<file path="src/rtl/instr_fetch_if.sv">
// instr_fetch_if: bundles the instruction-memory read port, the redirect
// request and the fetch->decode valid/ready handshake.
//
//   im_addr      fetch -> IM      word-aligned byte address
//   im_instr     IM -> fetch      combinational read data for im_addr
//   redirect     later -> fetch   load redirect_pc and flush the queue
//   redirect_pc  later -> fetch   redirect target (bits [1:0] ignored)
//   id_valid     fetch -> decode  queue head holds an instruction
//   id_ready     decode -> fetch  decode accepts the head this cycle
//   id_instr     fetch -> decode  head instruction
//   id_pc        fetch -> decode  PC of the head instruction
//   id_pc_plus4  fetch -> decode  id_pc + 4
//   fetch_err    fetch -> env     sticky out-of-range flag
//
// master: the fetch stage.  slave: the surrounding memory/pipeline.
interface instr_fetch_if;
  logic [31:0] im_addr;
  logic [31:0] im_instr;
  logic        redirect;
  logic [31:0] redirect_pc;
  logic        id_valid;
  logic        id_ready;
  logic [31:0] id_instr;
  logic [31:0] id_pc;
  logic [31:0] id_pc_plus4;
  logic        fetch_err;

  modport master (
    output im_addr,
    input  im_instr,
    input  redirect,
    input  redirect_pc,
    output id_valid,
    input  id_ready,
    output id_instr,
    output id_pc,
    output id_pc_plus4,
    output fetch_err
  );

  modport slave (
    input  im_addr,
    output im_instr,
    output redirect,
    output redirect_pc,
    input  id_valid,
    output id_ready,
    input  id_instr,
    input  id_pc,
    input  id_pc_plus4,
    input  fetch_err
  );
endinterface

</file>
<file path="src/rtl/instr_fetch.sv">
// instr_fetch: MIPS instruction fetch stage.
// Owns the PC, drives it as the IM address, captures returned words into a
// 2-entry queue and presents the head to decode with valid/ready.  A redirect
// flushes the queue and reloads the PC.  Fetching beyond the IM halts the
// stage and raises a sticky fetch_err until a redirect to a legal target.
//
// Ports:
//   clk  rising-edge clock
//   rst  asynchronous active-high reset
//   bus  instr_fetch_if.master (IM port, redirect, decode handshake, fetch_err)
module instr_fetch #(
  parameter logic [31:0] RESET_PC   = 32'h0000_0000,
  parameter int unsigned IMEM_WORDS = 32
) (
  input  logic            clk,
  input  logic            rst,
  instr_fetch_if.master   bus
);

  // One bit wider than the PC so the bound itself cannot overflow.
  localparam logic [32:0] PC_LIMIT   = 33'(IMEM_WORDS) << 2;
  localparam logic [31:0] RESET_WORD = {RESET_PC[31:2], 2'b00};

  typedef enum logic {
    FETCH,
    HALT
  } state_t;

  state_t      state_q, state_d;
  logic [31:0] pc_q, pc_d;
  logic [1:0]  count_q, count_d;
  logic [31:0] q0_instr_q, q0_instr_d;
  logic [31:0] q0_pc_q, q0_pc_d;
  logic [31:0] q1_instr_q, q1_instr_d;
  logic [31:0] q1_pc_q, q1_pc_d;
  logic        err_q, err_d;

  logic        pop;
  logic        push;
  logic        pc_in_range;
  logic        target_in_range;
  logic [31:0] target_pc;
  logic [1:0]  occ_after_pop;
  logic [1:0]  redirect_pc_unused;

  assign redirect_pc_unused = bus.redirect_pc[1:0];

  assign target_pc       = {bus.redirect_pc[31:2], 2'b00};
  assign pc_in_range     = {1'b0, pc_q} < PC_LIMIT;
  assign target_in_range = {1'b0, target_pc} < PC_LIMIT;

  assign pop  = (count_q != 2'd0) && bus.id_ready;
  assign push = (state_q == FETCH) && !bus.redirect && pc_in_range &&
                ((count_q != 2'd2) || pop);

  // Occupancy once this cycle's pop has left; the push lands in that slot.
  assign occ_after_pop = count_q - {1'b0, pop};

  // ---------------------------------------------------------------------
  // FSM
  // ---------------------------------------------------------------------
  always_ff @(posedge clk or posedge rst) begin
    if (rst) begin
      state_q <= FETCH;
      err_q   <= 1'b0;
    end else begin
      state_q <= state_d;
      err_q   <= err_d;
    end
  end

  always_comb begin
    state_d = state_q;
    err_d   = err_q;
    if (bus.redirect) begin
      // An out-of-range target re-enters FETCH and halts again next cycle,
      // so the error is only cleared for a legal target.
      state_d = FETCH;
      if (target_in_range) begin
        err_d = 1'b0;
      end
    end else if ((state_q == FETCH) && !pc_in_range) begin
      state_d = HALT;
      err_d   = 1'b1;
    end
  end

  // ---------------------------------------------------------------------
  // PC and fetch queue
  // ---------------------------------------------------------------------
  always_ff @(posedge clk or posedge rst) begin
    if (rst) begin
      pc_q       <= RESET_WORD;
      count_q    <= '0;
      q0_instr_q <= '0;
      q0_pc_q    <= '0;
      q1_instr_q <= '0;
      q1_pc_q    <= '0;
    end else begin
      pc_q       <= pc_d;
      count_q    <= count_d;
      q0_instr_q <= q0_instr_d;
      q0_pc_q    <= q0_pc_d;
      q1_instr_q <= q1_instr_d;
      q1_pc_q    <= q1_pc_d;
    end
  end

  always_comb begin
    pc_d       = pc_q;
    count_d    = count_q;
    q0_instr_d = q0_instr_q;
    q0_pc_d    = q0_pc_q;
    q1_instr_d = q1_instr_q;
    q1_pc_d    = q1_pc_q;

    if (bus.redirect) begin
      // Any same-cycle pop has already been taken by decode; the remaining
      // contents are simply abandoned by zeroing the count.
      count_d = '0;
      pc_d    = target_pc;
    end else begin
      if (pop) begin
        q0_instr_d = q1_instr_q;
        q0_pc_d    = q1_pc_q;
      end
      if (push) begin
        if (occ_after_pop == 2'd0) begin
          q0_instr_d = bus.im_instr;
          q0_pc_d    = pc_q;
        end else begin
          q1_instr_d = bus.im_instr;
          q1_pc_d    = pc_q;
        end
        pc_d = pc_q + 32'd4;
      end
      count_d = occ_after_pop + {1'b0, push};
    end
  end

  // ---------------------------------------------------------------------
  // Outputs: all from registers, none from im_instr.  The PC only moves on
  // a push or redirect, so im_addr is stable while the queue is stalled.
  // ---------------------------------------------------------------------
  assign bus.im_addr     = pc_q;
  assign bus.id_valid    = (count_q != 2'd0);
  assign bus.id_instr    = q0_instr_q;
  assign bus.id_pc       = q0_pc_q;
  assign bus.id_pc_plus4 = q0_pc_q + 32'd4;
  assign bus.fetch_err   = err_q;

endmodule

</file>
<file path="src/flat_wrapper.sv">
// flat-port wrapper written by rule: the top's interface ports become plain ports
module instr_fetch_flat 
#(
  parameter logic [31:0] RESET_PC   = 32'h0000_0000,
  parameter int unsigned IMEM_WORDS = 32
)
  (clk, rst, bus_im_addr, bus_im_instr, bus_redirect, bus_redirect_pc, bus_id_valid, bus_id_ready, bus_id_instr, bus_id_pc, bus_id_pc_plus4, bus_fetch_err);
  instr_fetch_if bus_i ();
  input  logic clk;
  input  logic rst;
  output wire logic [$bits(bus_i.im_addr)-1:0] bus_im_addr;
  input wire logic [$bits(bus_i.im_instr)-1:0] bus_im_instr;
  input wire logic [$bits(bus_i.redirect)-1:0] bus_redirect;
  input wire logic [$bits(bus_i.redirect_pc)-1:0] bus_redirect_pc;
  output wire logic [$bits(bus_i.id_valid)-1:0] bus_id_valid;
  input wire logic [$bits(bus_i.id_ready)-1:0] bus_id_ready;
  output wire logic [$bits(bus_i.id_instr)-1:0] bus_id_instr;
  output wire logic [$bits(bus_i.id_pc)-1:0] bus_id_pc;
  output wire logic [$bits(bus_i.id_pc_plus4)-1:0] bus_id_pc_plus4;
  output wire logic [$bits(bus_i.fetch_err)-1:0] bus_fetch_err;
  assign bus_im_addr = bus_i.im_addr;
  assign bus_i.im_instr = bus_im_instr;
  assign bus_i.redirect = bus_redirect;
  assign bus_i.redirect_pc = bus_redirect_pc;
  assign bus_id_valid = bus_i.id_valid;
  assign bus_i.id_ready = bus_id_ready;
  assign bus_id_instr = bus_i.id_instr;
  assign bus_id_pc = bus_i.id_pc;
  assign bus_id_pc_plus4 = bus_i.id_pc_plus4;
  assign bus_fetch_err = bus_i.fetch_err;
  instr_fetch #(.RESET_PC(RESET_PC), .IMEM_WORDS(IMEM_WORDS)) u_core (.clk(clk), .rst(rst), .bus(bus_i));
endmodule
</file>
<file path="config.mk">
export PLATFORM = sky130hd
export DESIGN_NAME = instr_fetch_flat
export DESIGN_NICKNAME = d
export VERILOG_FILES = /design/src/rtl/instr_fetch_if.sv /design/src/rtl/instr_fetch.sv /design/src/flat_wrapper.sv
export SDC_FILE = /design/constraint.sdc
export NUM_CORES = 1
export LEC_CHECK = 0
export ABC_AREA = 1
export ABC_CLOCK_PERIOD_IN_PS = 7300
export CORE_UTILIZATION = 52
export DETAILED_ROUTE_END_ITERATION = 16
export PLACE_DENSITY = 0.78
export SYNTH_ARGS = -nofsm -noshare
export SYNTH_HDL_FRONTEND = slang
export SYNTH_SLANG_ARGS = --single-unit
export TNS_END_PERCENT = 5
</file>
<file path="constraint.sdc">
create_clock -name clk -period 7.3 [get_ports clk]
set_clock_uncertainty 0.1 [all_clocks]
set_input_delay 1.825 -clock clk [delete_from_list [all_inputs] [get_ports clk]]
set_output_delay 1.825 -clock clk [all_outputs]
set_load 0.01 [all_outputs]
</file>
-- After elaboration in Yosys (flattened, before gate mapping)
Cells that the tools add are included.
- ROM bits: 0
- input bits: 68
- memories: 0
- latch bits: 0
- logic and storage cells: 46
- RAM bits: 0
- output and inout bits: 130
- bits in registers: 164
- magnitude comparators: 2
- divide/modulo/power cells: 0
- equal/unequal tests: 2
- shift-type cells: 0
- $mul: 0
- bitwise operators: 3
- reduce and logical (&&, ||, !) cells: 14
- muxes and demuxes: 13
- add/subtract/negate cells: 4
- operators by type and width (cell ; number):
    $mux 32 ; 8
    $add 32x3->32 const B ; 2
    $lt 32x8->1 const B ; 2
    $reduce_bool 2->1 ; 3
    $logic_and 1x1->1 ; 5
    $mux 1 ; 4
    $not 1->1 ; 3
    $reduce_and 3->1 ; 1
    $add 2x1->2 ; 1
    $logic_not 1->1 ; 2
    $logic_not 2->1 ; 1
    $mux 2 ; 1
    $ne 2x1->1 const B ; 1
    $ne 2x2->1 const B ; 1
    $reduce_and 2->1 ; 1
    $sub 2x1->2 ; 1
    $logic_or 1x1->1 ; 1

-- Logic depth before layout (Yosys ltp)
Gate-level depths: netlist (run 1).
- word-level depth: 6
- gate-level depth with buffers: 18
- depth with buffers taken out: 15

-- Worst setup path before layout (run 1)
OpenSTA, ideal clock, no wires.
- kind: in2reg
- start: in bus_id_ready
- end: reg u_core.q0_instr_q[10], in the netlist u_core.bus.id_instr[10]
- buffers on the path: 3
- arrival: 3.411 ns
- cell stages on the path: 16
- setup slack: 3.723 ns
- data required time: 7.134 ns
- setup time: 0.066 ns
- cell sequence: nand2_1 -> inv_1 -> clkbuf_1 -> ha_1 -> inv_1 -> nand2_1 -> nand3_1 -> inv_2 -> buf_2 -> buf_4 -> nand2_1 -> nand2_1 -> nand3_1 -> nand2_1 -> nand2_1 -> nand2_1
- longest elaborated chain between the ends: 5
- elaborated cells on any way between the ends: 8
- those cells by class: add/sub: 1; mux: 3; reduce/logical: 4
- ends and longest elaborated chain (element ; line ; text):
    start, declared ; flat_wrapper.sv:16 ; input wire logic [$bits(bus_i.id_ready)-1:0] bus_id_ready;
    $logic_and 1x1->1 (*) ; instr_fetch.sv:52 ; assign pop = (count_q != 2'd0) && bus.id_ready;
    $sub 2x1->2 ; instr_fetch.sv:57 ; assign occ_after_pop = count_q - {1'b0, pop};
    $logic_not 2->1 ; instr_fetch.sv:128 ; if (occ_after_pop == 2'd0) begin
    $mux 32 ; instr_fetch.sv:128 ;
    $mux 32 (*) ; instr_fetch.sv:127 ; if (push) begin
    end signal, assigned ; instr_fetch.sv:102 ; q0_instr_q <= q0_instr_d;
    end, declared ; instr_fetch.sv:32 ; logic [31:0] q0_instr_q, q0_instr_d;
Every way passes the cells marked *; elsewhere a longest branch is shown, timed or not.
A chain may end at the register's enable or synchronous reset.

-- Worst setup path in the final report (run 1)
- start: in bus_id_ready
- end: reg u_core.q1_pc_q[13]
- longest elaborated chain between the ends: 5
- elaborated cells on any way between the ends: 7
- those cells by class: add/sub: 1; bitwise: 1; reduce/logical: 5
- ends and longest elaborated chain (element ; line ; text):
    $logic_and 1x1->1 (*) ; instr_fetch.sv:52 ;
    $sub 2x1->2 ; instr_fetch.sv:57 ;
    $logic_not 2->1 ; instr_fetch.sv:128 ;
    $not 1->1 (no source line) ; n/a ;
    $reduce_and 3->1 (no source line) (*) ; n/a ;
    end signal, assigned ; instr_fetch.sv:105 ; q1_pc_q <= q1_pc_d;
    end, declared ; instr_fetch.sv:35 ; logic [31:0] q1_pc_q, q1_pc_d;
Marked as above.

==> impl_results.md, run 1 <==
- Unrepaired setup endpoints after global routing: no
- Pre-CTS setup slack: 1.166 ns
- Yosys cell types: 25
- Worst r2r src: u_core.count_q[1]
- Total GRT Usage: 0.2952
- Final core occ: 0.6772
- Max VDD drop: 0.2133 mV
- Peak Freq: 173.4 MHz
- Per-cell routed wire length: 15.23 um
- Async SR Flop Fraction: 1.000
- Final instance area: 0.01171 mm^2
- Endpoint, Worst Hold: u_core.q1_pc_q[15]
- Post-CTS sizing: 0
- Hold buffers post-CTS: 0
- Cells after DPL: 1,682
- Hold WC Path Type: reg2reg
- Setup ws final: 1.532 ns
- CTS tree: built
- Post-Synthesis Cell Area: 0.009218 mm^2
- Slew at the pin with the worst max-slew slack: 1.080 ns
- Setup CP Type: in2reg
- Hold path depth: 2
- CTS buffer count: 17
- Layout cells sized above 1: 0.03559
- Clk Latency, worst-skew pair: 0.43 ns
- Core Rows: 48
- Crit share post-route: 0.7902
- Max_slew headroom: 0.2783
- Seq cells post-synth: 160
- Placed Area: 0.01115 mm^2
- Final wirelength: 26,110 um
- Mean Syn Cell Area: 6.941 um^2
- Ant. Diodes: 0
- Max clock buf depth: 2
- Antenna violations before repair: 0
- Largest net degree at the start of global routing: 69
- Setup Viol. Count Final: 0
- H-tree depth: 4
- DIE AREA: 0.01826 mm^2
- Post-synth top flop: dfrtp_1
- PD cells: 279.1 mW/mm^2
- Vias post-DR: 8,965
- Hold path startpoint: u_core.q1_pc_q[15]
- Port buffer count: 193
- Leak: 5.987 nW
- Area growth syn-to-layout: 27.08%
- Crit Reg-Reg Endpoint: u_core.q1_pc_q[13]
- Clk slew on worst S/H paths: 0.06 ns
- DR iter-0 viols: 713
- R2R setup slack: 2.53 ns
- Vias in the first global route: 8,839
- Post-Syn Instances: 1,328
- Hold Fails Final Rpt: 0
- Fin cells: 1,714
- CP endpoint kind: flip-flop
- Chip height: 135.1 um
- Nets: 1,548
- Area contributors post-synth: dfrtp_1, nand2_1, nand3_1
- Max Slew Vio Count: 0
- Dominant cell by count in the synthesized netlist: nand2_1
- Drt drc: 0
- CP Data Required Time: 7.51 ns
- Dpl hpwl: 16,420 um
- R2r worst-path depth: 15
- # IOs: 198
- Global route total overflow: 0
- Die Width: 135.1 um
- Number of synthesized flops with an enable pin: 0
- PnR Total Power: 3.270 mW
- Critical path peak fanout: 51
- Sequential area share after synthesis: 0.4344
- Pre-Repair DR Iteration Count: 5
- Core area: 0.01730 mm^2
- Setup crit start kind: input port
- Synth top area share: 0.4344
- CTS Root Cell: clkbuf_16
- Yosys warning count: 0
- Maximum capacitance violations: 0
- GP Congestion: 0.8799
- Post-CTS setup buffer count: 0
- Wire length of the first global-routing pass: 42,680 um
- Status: finished, final reports clean
- Leading cell types by count after synthesis: nand2_1, inv_1, nand3_1, dfrtp_1, o21ai_0
- Filler Cell Count: 1,486
- Leading area contributor after synthesis: dfrtp_1
- Worst hold margin: 0.3672 ns
- Initial core utilization: 0.5329
- Vias per Instance: 5.230
- Setup TNS: 0 ns
- CP arrival: 5.98 ns
- Antenna Nets Post-Route: 0
- Clock sink count: 160
- Period minus WS final: 5.768 ns
metal layers:
layer / part of all wire / routed length [um] / track usage
met1: 0.43 / 11160 / 0.3824
met2: 0.48 / 12650 / 0.4972
met3: 0.067 / 1761 / 0.04751
met4: 0.020 / 529 / 0.1092
met5: 0 / 0 / 0
worst max path at each step:
| stage | start | endpoint | slack [ns] | cells past startpoint |
|---|---|---|---|---|
| finish | bus_id_ready | u_core.q1_pc_q[13] | 1.53 | 13 |
| global route | bus_id_ready | u_core.q1_pc_q[13] | 1.16 | 13 |
| CTS | bus_id_ready | u_core.q1_pc_q[16] | 1.58 | 13 |
| detailed placement | bus_id_ready | u_core.q1_pc_q[16] | 1.17 | 12 |
| global placement | bus_id_ready | u_core.q1_pc_q[23] | 1.20 | 12 |
| floorplan | rst | u_core.bus.fetch_err | 1.06 | 1 |
cell type report:
class | count | area (um^2) | share of cell area
Multi-Input combinational cell | 913 | 4165 | 0.3556
Sequential cell | 160 | 4004 | 0.3418
Clock inverter | 10 | 112.6 | 0.009613
Tap cell | 225 | 281.5 | 0.02403
Timing Repair Buffer | 205 | 2017 | 0.1722
Clock buffer | 22 | 454.2 | 0.03877
Inverter | 179 | 679.4 | 0.05800
worst max-delay path, stage by stage:
cell	delay (ns)
clkdlybuf4s50_1	0.53
nand2_1	0.09
inv_1	0.08
buf_4	0.40
ha_1	0.27
nand2_1	0.09
nand3_2	0.08
buf_4	0.43
inv_2	0.47
nor2_4	0.97
inv_2	0.49
nand2_1	0.19
inv_1	0.05
sequential cells by signal (all words and copies together), names as in the netlist:
signal and flops:
u_core.q1_pc_q 30, u_core.count_q 2, u_core.bus.im_addr 30, u_core.bus.id_pc 32, u_core.bus.fetch_err 1, u_core.state_q 1, u_core.bus.id_instr 32, u_core.q1_instr_q 32
logic make-up (layout without fill, tap and decap cells):
| family | Yosys count | in the layout | synth area share |
|---|---|---|---|
| XOR/XNOR | 32 | 32 | 0.03041 |
| adder cells (fa/ha/maj) | 4 | 4 | 0.005430 |
| buffers and inverters | 256 | 416 | 0.1147 |
| flip-flops | 160 | 160 | 0.4344 |
| AND/OR/NAND/NOR | 756 | 756 | 0.3498 |
| AO/OA/AOI/OAI | 119 | 119 | 0.06488 |
| other | 1 | 2 | 0.0004068 |
placed cells by master, fill, tap and decap left out, types with 28 or more instances in the layout:
cell type          n
nand2_1          469
xor2_1            32
clkdlybuf4s50_1  192
dfrtp_1          160
nor2_1            46
nand3_1          172
inv_1            173
o21ai_1           28
and2_1            37
o21ai_0           85
where the power goes:
part           leakage (nW)  switching, mW  total, mW  internal (mW)
Sequential             1.93          0.148       1.17           1.02
Combinational          3.79          0.641       1.22          0.581
Clock                 0.262          0.368      0.879          0.511
Note: power is estimated with default switching activity, not from simulation.
==> run 2: changes to the inputs <==
--- a/config.mk
+++ b/config.mk
@@ -6,7 +6,7 @@
 export NUM_CORES = 1
 export LEC_CHECK = 0
 export ABC_AREA = 1
-export ABC_CLOCK_PERIOD_IN_PS = 7300
+export ABC_CLOCK_PERIOD_IN_PS = 5900
 export CORE_UTILIZATION = 52
 export DETAILED_ROUTE_END_ITERATION = 16
 export PLACE_DENSITY = 0.78
==> constraint.sdc (replaced) <==
create_clock -name clk -period 5.9 [get_ports clk]
set_clock_uncertainty 0.1 [all_clocks]
set_input_delay 1.475 -clock clk [delete_from_list [all_inputs] [get_ports clk]]
set_output_delay 1.475 -clock clk [all_outputs]
set_load 0.01 [all_outputs]
==> run 2 against run 1 <==
  * Combinational power grew 24%
  * Count of clock-buffer cells in the layout fell by 4
  * Register-to-register slack got worse by 0.54 ns
  * First-iteration DRC count shrank 6.6%
  * Design area is 0.41% higher
  * Routed wire length fell by 0.23%
  * Global-route usage about the same
  * Critical path type unchanged
  * Largest cell class unchanged
  * Highest routed layer unchanged
==> impl_results.md, run 2 (synthesis gave the netlist of run 1 again) <==
- Core area: 0.01730 mm^2 (unchanged)
- Vias per Instance: 5.260 (+0.57%)
- Post-CTS setup buffer count: 0 (unchanged)
- Setup Viol. Count Final: 0 (unchanged)
- Max Slew Vio Count: 0 (unchanged)
- Clk slew on worst S/H paths: 0.07 ns (about the same)
- Setup crit start kind: input port
- Unrepaired setup endpoints after global routing: no
- Largest net degree at the start of global routing: 113 (+64%)
- Area growth syn-to-layout: 27.60%
- Vias post-DR: 9,032 (+0.75%)
- Hold WC Path Type: reg2reg
- Crit-path slowest cell: nand3_1
- Nets: 1,550 (+0.13%)
- Multi-input logic area: 0.004165 mm^2 (unchanged)
- Slowest stage delay, CP: 0.82 ns (-0.15 ns)
- Total GRT Usage: 0.2955 (+0.0003045)
- CTS Root Cell: clkbuf_16
- CP Data Required Time: 6.08 ns (-1.43 ns)
- CTS tree: built
- Die Width: 135.1 um (unchanged)
- Commonest non-fill, non-tap cell in the layout: nand2_1
- CP arrival: 4.57 ns (-1.41 ns)
- Slew at the pin with the worst max-slew slack: 1.136 ns (+0.05627 ns)
- Vias in the first global route: 8,693 (-1.7%)
- Port buffer count: 193 (unchanged)
- Worst path cell trace: clkdlybuf4s50_1, nand2_1, inv_1, ha_1, inv_1, nand2_1, nand3_2, inv_2, buf_4, nand3_1, nand3_1, o21ai_0
- Critical path peak fanout: 25 (-51%)
- Dpl hpwl: 16,220 um (-1.2%)
- Wire length of the first global-routing pass: 42,580 um (-0.24%)
- Clock sink count: 160 (unchanged)
- Most frequent cells in the layout: nand2_1, clkdlybuf4s50_1, inv_1
- Antenna violations before repair: 1 (+1)
- CP endpoint kind: flip-flop
- Max VDD drop: 0.2431 mV (+14%)
- Final wirelength: 26,050 um (-0.23%)
- Per-cell routed wire length: 15.17 um (-0.41%)
- Hold buffers post-CTS: 0 (unchanged)
- DIE AREA: 0.01826 mm^2 (unchanged)
- Peak Freq: 227.5 MHz
- Layout cells sized above 1: 0.03957 (+0.003976)
- Setup TNS: 0 ns (unchanged)
- CTS buffer count: 17 (unchanged)
- Post-CTS sizing: 0 (unchanged)
- Period minus WS final: 4.396 ns
- Maximum capacitance violations: 0 (unchanged)
- Max_slew headroom: 0.2407 (-0.03760)
- Max clock buf depth: 2 (unchanged)
- DR iter-0 viols: 666 (-6.6%)
- Delay-heaviest family, CP: buffers and inverters
- Hold Fails Final Rpt: 0 (unchanged)
- Clk Latency, worst-skew pair: 0.43 ns (about the same)
- Final core occ: 0.6800 (+0.002749)
- Filler Cell Count: 1,484 (-0.13%)
- Chip height: 135.1 um (unchanged)
- H-tree depth: 4 (unchanged)
- Status: finished, final reports clean
- Antenna Nets Post-Route: 0 (unchanged)
- GP Congestion: 0.8805 (about the same)
- Crit share post-route: 0.7452
- Initial core utilization: 0.5329 (unchanged)
- Global route total overflow: 0 (unchanged)
- Core Rows: 48 (unchanged)
- PD cells: 347.7 mW/mm^2 (+25%)
- Crit path buf inv count: 5 (-2)
- Setup CP Type: in2reg
- Pre-Repair DR Iteration Count: 5 (unchanged)
- Drt drc: 0 (unchanged)
- FF+latch area: 0.004004 mm^2 (unchanged)
- # IOs: 198 (unchanged)
- Leak: 6.017 nW (+0.50%)
## run 2: cell count changes in the layout (fill, tap and decap cells not counted)
cell and change:
clkbuf_1 -4, clkinv_4 +4, inv_6 +4, buf_4 +2, clkinv_2 -2, clkinvlp_4 -2, diode_2 +1
## run 2: layout make-up
type,instances,area share
inverter,179,0.05777
clock buffer,18,0.03734
timing repair buffer,207,0.1728
clock inverter,14,0.01340
tap,225,0.02394
multi-input combinational,913,0.3541
antenna,1,0.0002128
sequential,160,0.3404
## run 2: path summary, 6_finish.rpt
kind | slack [ns] | depth (start not counted) | end | from
setup / recovery | 1.50 | 12 | u_core.bus.id_pc[7] | bus_id_ready
min in group asynchronous | 1.56 | 2 | u_core.bus.id_pc[2] | rst
max in group asynchronous | 3.15 | 3 | u_core.bus.id_instr[18] | rst
hold / removal | 0.37 | 2 | u_core.q1_pc_q[13] | u_core.q1_pc_q[13]
hold reg to reg | 0.37 | 2 | u_core.q1_pc_q[13] | u_core.q1_pc_q[13]
setup reg to reg | 1.99 | 11 | u_core.bus.id_pc[7] | u_core.count_q[0]
## run 2: report_power, final
part | internal [mW] | switching (mW)
logic | 0.722 | 0.788
clock network | 0.642 | 0.491
registers | 1.26 | 0.184
total | 2.63 | 1.46
## run 2: worst reg2reg max path, stage by stage, from the launching register on
cell and delay (ns):
dfrtp_1 0.36, inv_1 0.09, nand2_1 0.50, nand2_1 0.25, inv_1 0.10, ha_1 0.32
nand3_2 0.10, inv_2 0.29, buf_4 0.38, nand3_1 0.83, nand3_1 0.32, o21ai_0 0.13
## run 2: metrics by stage
step	area [um^2]	instances	total power, mW	worst slack [ns]	hold slack [ns]
2_1_floorplan	9221	1329	2.267	0.005084	0.3365
3_3_place_gp	11160	1684	2.921	1.204	0.3487
3_5_place_dp	11160	1684	2.958	1.141	0.3519
4_1_cts	11760	1716	4.099	1.539	0.3693
5_1_grt	11760	1716	4.339	1.175	0.3911
6_report	11760	1717	4.089	1.504	0.3662
## run 2: layer usage
metal	part of all wire	global-route usage	vias up
li1	-	-	4403
met1	0.43	0.3805	4222
met2	0.49	0.4972	356
met3	0.065	0.05312	51
met4	0.022	0.1080	0
met5	0	0	-
==> run 3: changes to the inputs <==
--- a/config.mk
+++ b/config.mk
@@ -6,10 +6,10 @@
 export NUM_CORES = 1
 export LEC_CHECK = 0
 export ABC_AREA = 1
-export ABC_CLOCK_PERIOD_IN_PS = 5900
-export CORE_UTILIZATION = 52
+export ABC_CLOCK_PERIOD_IN_PS = 3900
+export CORE_UTILIZATION = 47
 export DETAILED_ROUTE_END_ITERATION = 16
-export PLACE_DENSITY = 0.78
+export PLACE_DENSITY = 0.75
 export SYNTH_ARGS = -nofsm -noshare
 export SYNTH_HDL_FRONTEND = slang
 export SYNTH_SLANG_ARGS = --single-unit
==> constraint.sdc (replaced) <==
create_clock -name clk -period 3.9 [get_ports clk]
set_clock_uncertainty 0.1 [all_clocks]
set_input_delay 0.975 -clock clk [delete_from_list [all_inputs] [get_ports clk]]
set_output_delay 0.975 -clock clk [all_outputs]
set_load 0.01 [all_outputs]
==> run 3 against run 2 <==
  * Power rose by 58%
  * Sequential power rose by 50%
  * Clock power rose by 71%
  * Count of clock-buffer cells in the layout rose by 1
  * Global-route usage fell by 2.9 points
  * Non-clock buffer count rose by 10
  * Via count rose by 0.76%
  * Worst hold slack barely moved
  * Utilization fell by 4.6 points
  * Routed wire length rose by 1.7%
  * Sequential share of layout area fell by 0.70 points
  * Final cell count rose by 2.6%
  * Critical endpoint is now bus_id_pc_plus4[20]
  * Largest cell class unchanged
  * Largest power group unchanged
  * Highest routed layer is now met5
==> impl_results.md, run 3 (synthesis gave the netlist of run 1 again) <==
- Status: finished, final reports clean
- Global route total overflow: 0 (unchanged)
- Antenna violations before repair: 1 (unchanged)
- Met3 WL: 1792 um (+6.0%)
- Initial core utilization: 0.4863 (-0.04664)
- Maximum capacitance violations: 0 (unchanged)
- Hold Fails Final Rpt: 0 (unchanged)
- Vias in the first global route: 8,520 (-2.0%)
- DIE AREA: 0.02018 mm^2 (+10%)
- CTS tree: built
- Setup TNS: 0 ns (unchanged)
- Filler Cell Count: 1,683 (+13%)
- Clk slew on worst S/H paths: 0.07 ns (about the same)
- Setup CP Type: reg2out
- CTS Root Cell: clkbuf_16
- Clock sink count: 160 (unchanged)
- Hold buffers post-CTS: 0 (unchanged)
- Total GRT Usage: 0.2663 (-0.02921)
- CP Data Required Time: 2.82 ns (-3.26 ns)
- CTS buffer count: 17 (unchanged)
- Max Slew Vio Count: 0 (unchanged)
- Port buffer count: 193 (unchanged)
- Vias per Instance: 5.165 (-1.8%)
- Clk Latency, worst-skew pair: 0.43 ns (about the same)
- Max clock buf depth: 2 (unchanged)
- Post-CTS setup buffer count: 0 (unchanged)
- GP Congestion: 0.8643 (-1.8%)
- Period minus WS final: 3.720 ns
- Wire length of the first global-routing pass: 42,240 um (-0.79%)
- Setup crit start kind: flip-flop
- DR iter-0 viols: 670 (+0.60%)
- Core area: 0.01896 mm^2 (+9.6%)
- Max_slew headroom: 0.5932 (+0.3525)
- H-tree depth: 4 (unchanged)
- Vias post-DR: 9,101 (+0.76%)
- Drt drc: 0 (unchanged)
- Met1 wire length: 10,980 um (-1.3%)
- PnR Total Power: 6.447 mW (+58%)
- Placed Area: 0.01132 mm^2 (+1.4%)
- WL met2: 13,100 um (+3.5%)
- Peak Freq: 268.8 MHz
- # IOs: 198 (unchanged)
- Crit share post-route: 0.9539
- Critical path peak fanout: 5 (-80%)
- Per-cell routed wire length: 15.04 um (-0.87%)
- Dpl hpwl: 17,050 um (+5.1%)
- Layout cells sized above 1: 0.04863 (+0.009063)
- Hold WC Path Type: reg2reg
- Max VDD drop: 0.3309 mV (+36%)
- Largest net degree at the start of global routing: 100 (-12%)
- Pre-Repair DR Iteration Count: 5 (unchanged)
- Commonest non-fill, non-tap cell in the layout: nand2_1
- Area growth syn-to-layout: 30.35%
- Nets: 1,560 (+0.65%)
- DR top layer: met5
- R2R setup slack: 1.10 ns (-0.89 ns)
- CP endpoint kind: output pin
- Final wirelength: 26,500 um (+1.7%)
- Antenna Nets Post-Route: 0 (unchanged)
- Post-CTS sizing: 0 (unchanged)
- Slew at the pin with the worst max-slew slack: 0.6102 ns (-0.5261 ns)
- Core Rows: 50 (+4.2%)
- Final instance area: 0.01202 mm^2 (+2.2%)
- Die Width: 142.0 um (+5.1%)
- Most frequent cells in the layout: nand2_1, clkdlybuf4s50_1, inv_1
- Leak: 6.116 nW (+1.6%)
- CP arrival: 2.65 ns (-1.92 ns)
- Setup Viol. Count Final: 0 (unchanged)
- Chip height: 142.0 um (+5.1%)
- PD cells: 536.6 mW/mm^2 (+54%)
-- run 3: cell types whose count changed in the layout (fill, tap and decap cells not counted), moves of 2 or more --
cell	change
buf_12	+3
buf_4	+7
bufinv_16	+4
clkinv_4	-4
clkinvlp_4	+3
dfrtp_1	-2
dfrtp_2	+2
inv_6	-5
-- run 3: per-stage QoR --
stage,setup WS (ns),hold WS [ns],std cells,utilization
6_report,0.1799,0.3658,1762,0.6339
5_1_grt,-0.0006011,0.3870,1761,0.6337
4_1_cts,0.03208,0.3695,1761,0.6327
3_5_place_dp,0.4870,0.3523,1729,0.5970
3_3_place_gp,0.5633,0.3489,1729,0.5970
2_1_floorplan,0.7962,0.3365,1329,-
-- run 3: final cells by class --
cell class	instances	area, um^2	share of cell area
diodes	1	2.502	0.0002083
clock buffers	19	442.9	0.03686
clock inverters	13	234.0	0.01947
inverters	179	678.2	0.05644
multi-input cells	913	4182	0.3480
flip-flops and latches	160	4006	0.3334
well taps	260	325.3	0.02707
repair buffers	217	2145	0.1785
-- run 3: path summary, 6_finish.rpt --
check / cells past startpoint / start / end
setup / recovery: 9 / u_core.bus.id_pc[2] / bus_id_pc_plus4[20]
hold / removal: 2 / u_core.q1_pc_q[23] / u_core.q1_pc_q[23]
setup reg to reg: 16 / u_core.count_q[1] / u_core.bus.id_instr[9]
hold reg to reg: 2 / u_core.q1_pc_q[23] / u_core.q1_pc_q[23]
max in group asynchronous: 3 / rst / u_core.q1_instr_q[22]
min in group asynchronous: 3 / rst / u_core.bus.im_addr[25]
-- run 3: metal layers --
| metal | GRT usage | vias to the layer above |
|---|---|---|
| met5 | 0 | - |
| met4 | 0.1007 | 2 |
| met3 | 0.05114 | 48 |
| met2 | 0.4559 | 326 |
| met1 | 0.3322 | 4297 |
| li1 | - | 4428 |
-- run 3: worst max-delay path, cell delays in order, from the launching register on --
cell and delay, ns:
dfrtp_2 0.41, ha_1 0.20, nand2_1 0.12, nor3_4 0.23, nand2_2 0.11, inv_1 0.12, nand2_1 0.12, nor2_1 0.15
xor2_1 0.18, clkdlybuf4s50_1 0.56
-- run 3: power breakdown --
| part | switching [mW] | total, mW | internal (mW) |
|---|---|---|---|
| sequential | 0.270 | 2.18 | 1.91 |
| combinational | 1.22 | 2.33 | 1.12 |
| clock | 0.710 | 1.93 | 1.22 |
| total | 2.20 | 6.45 | 4.25 |
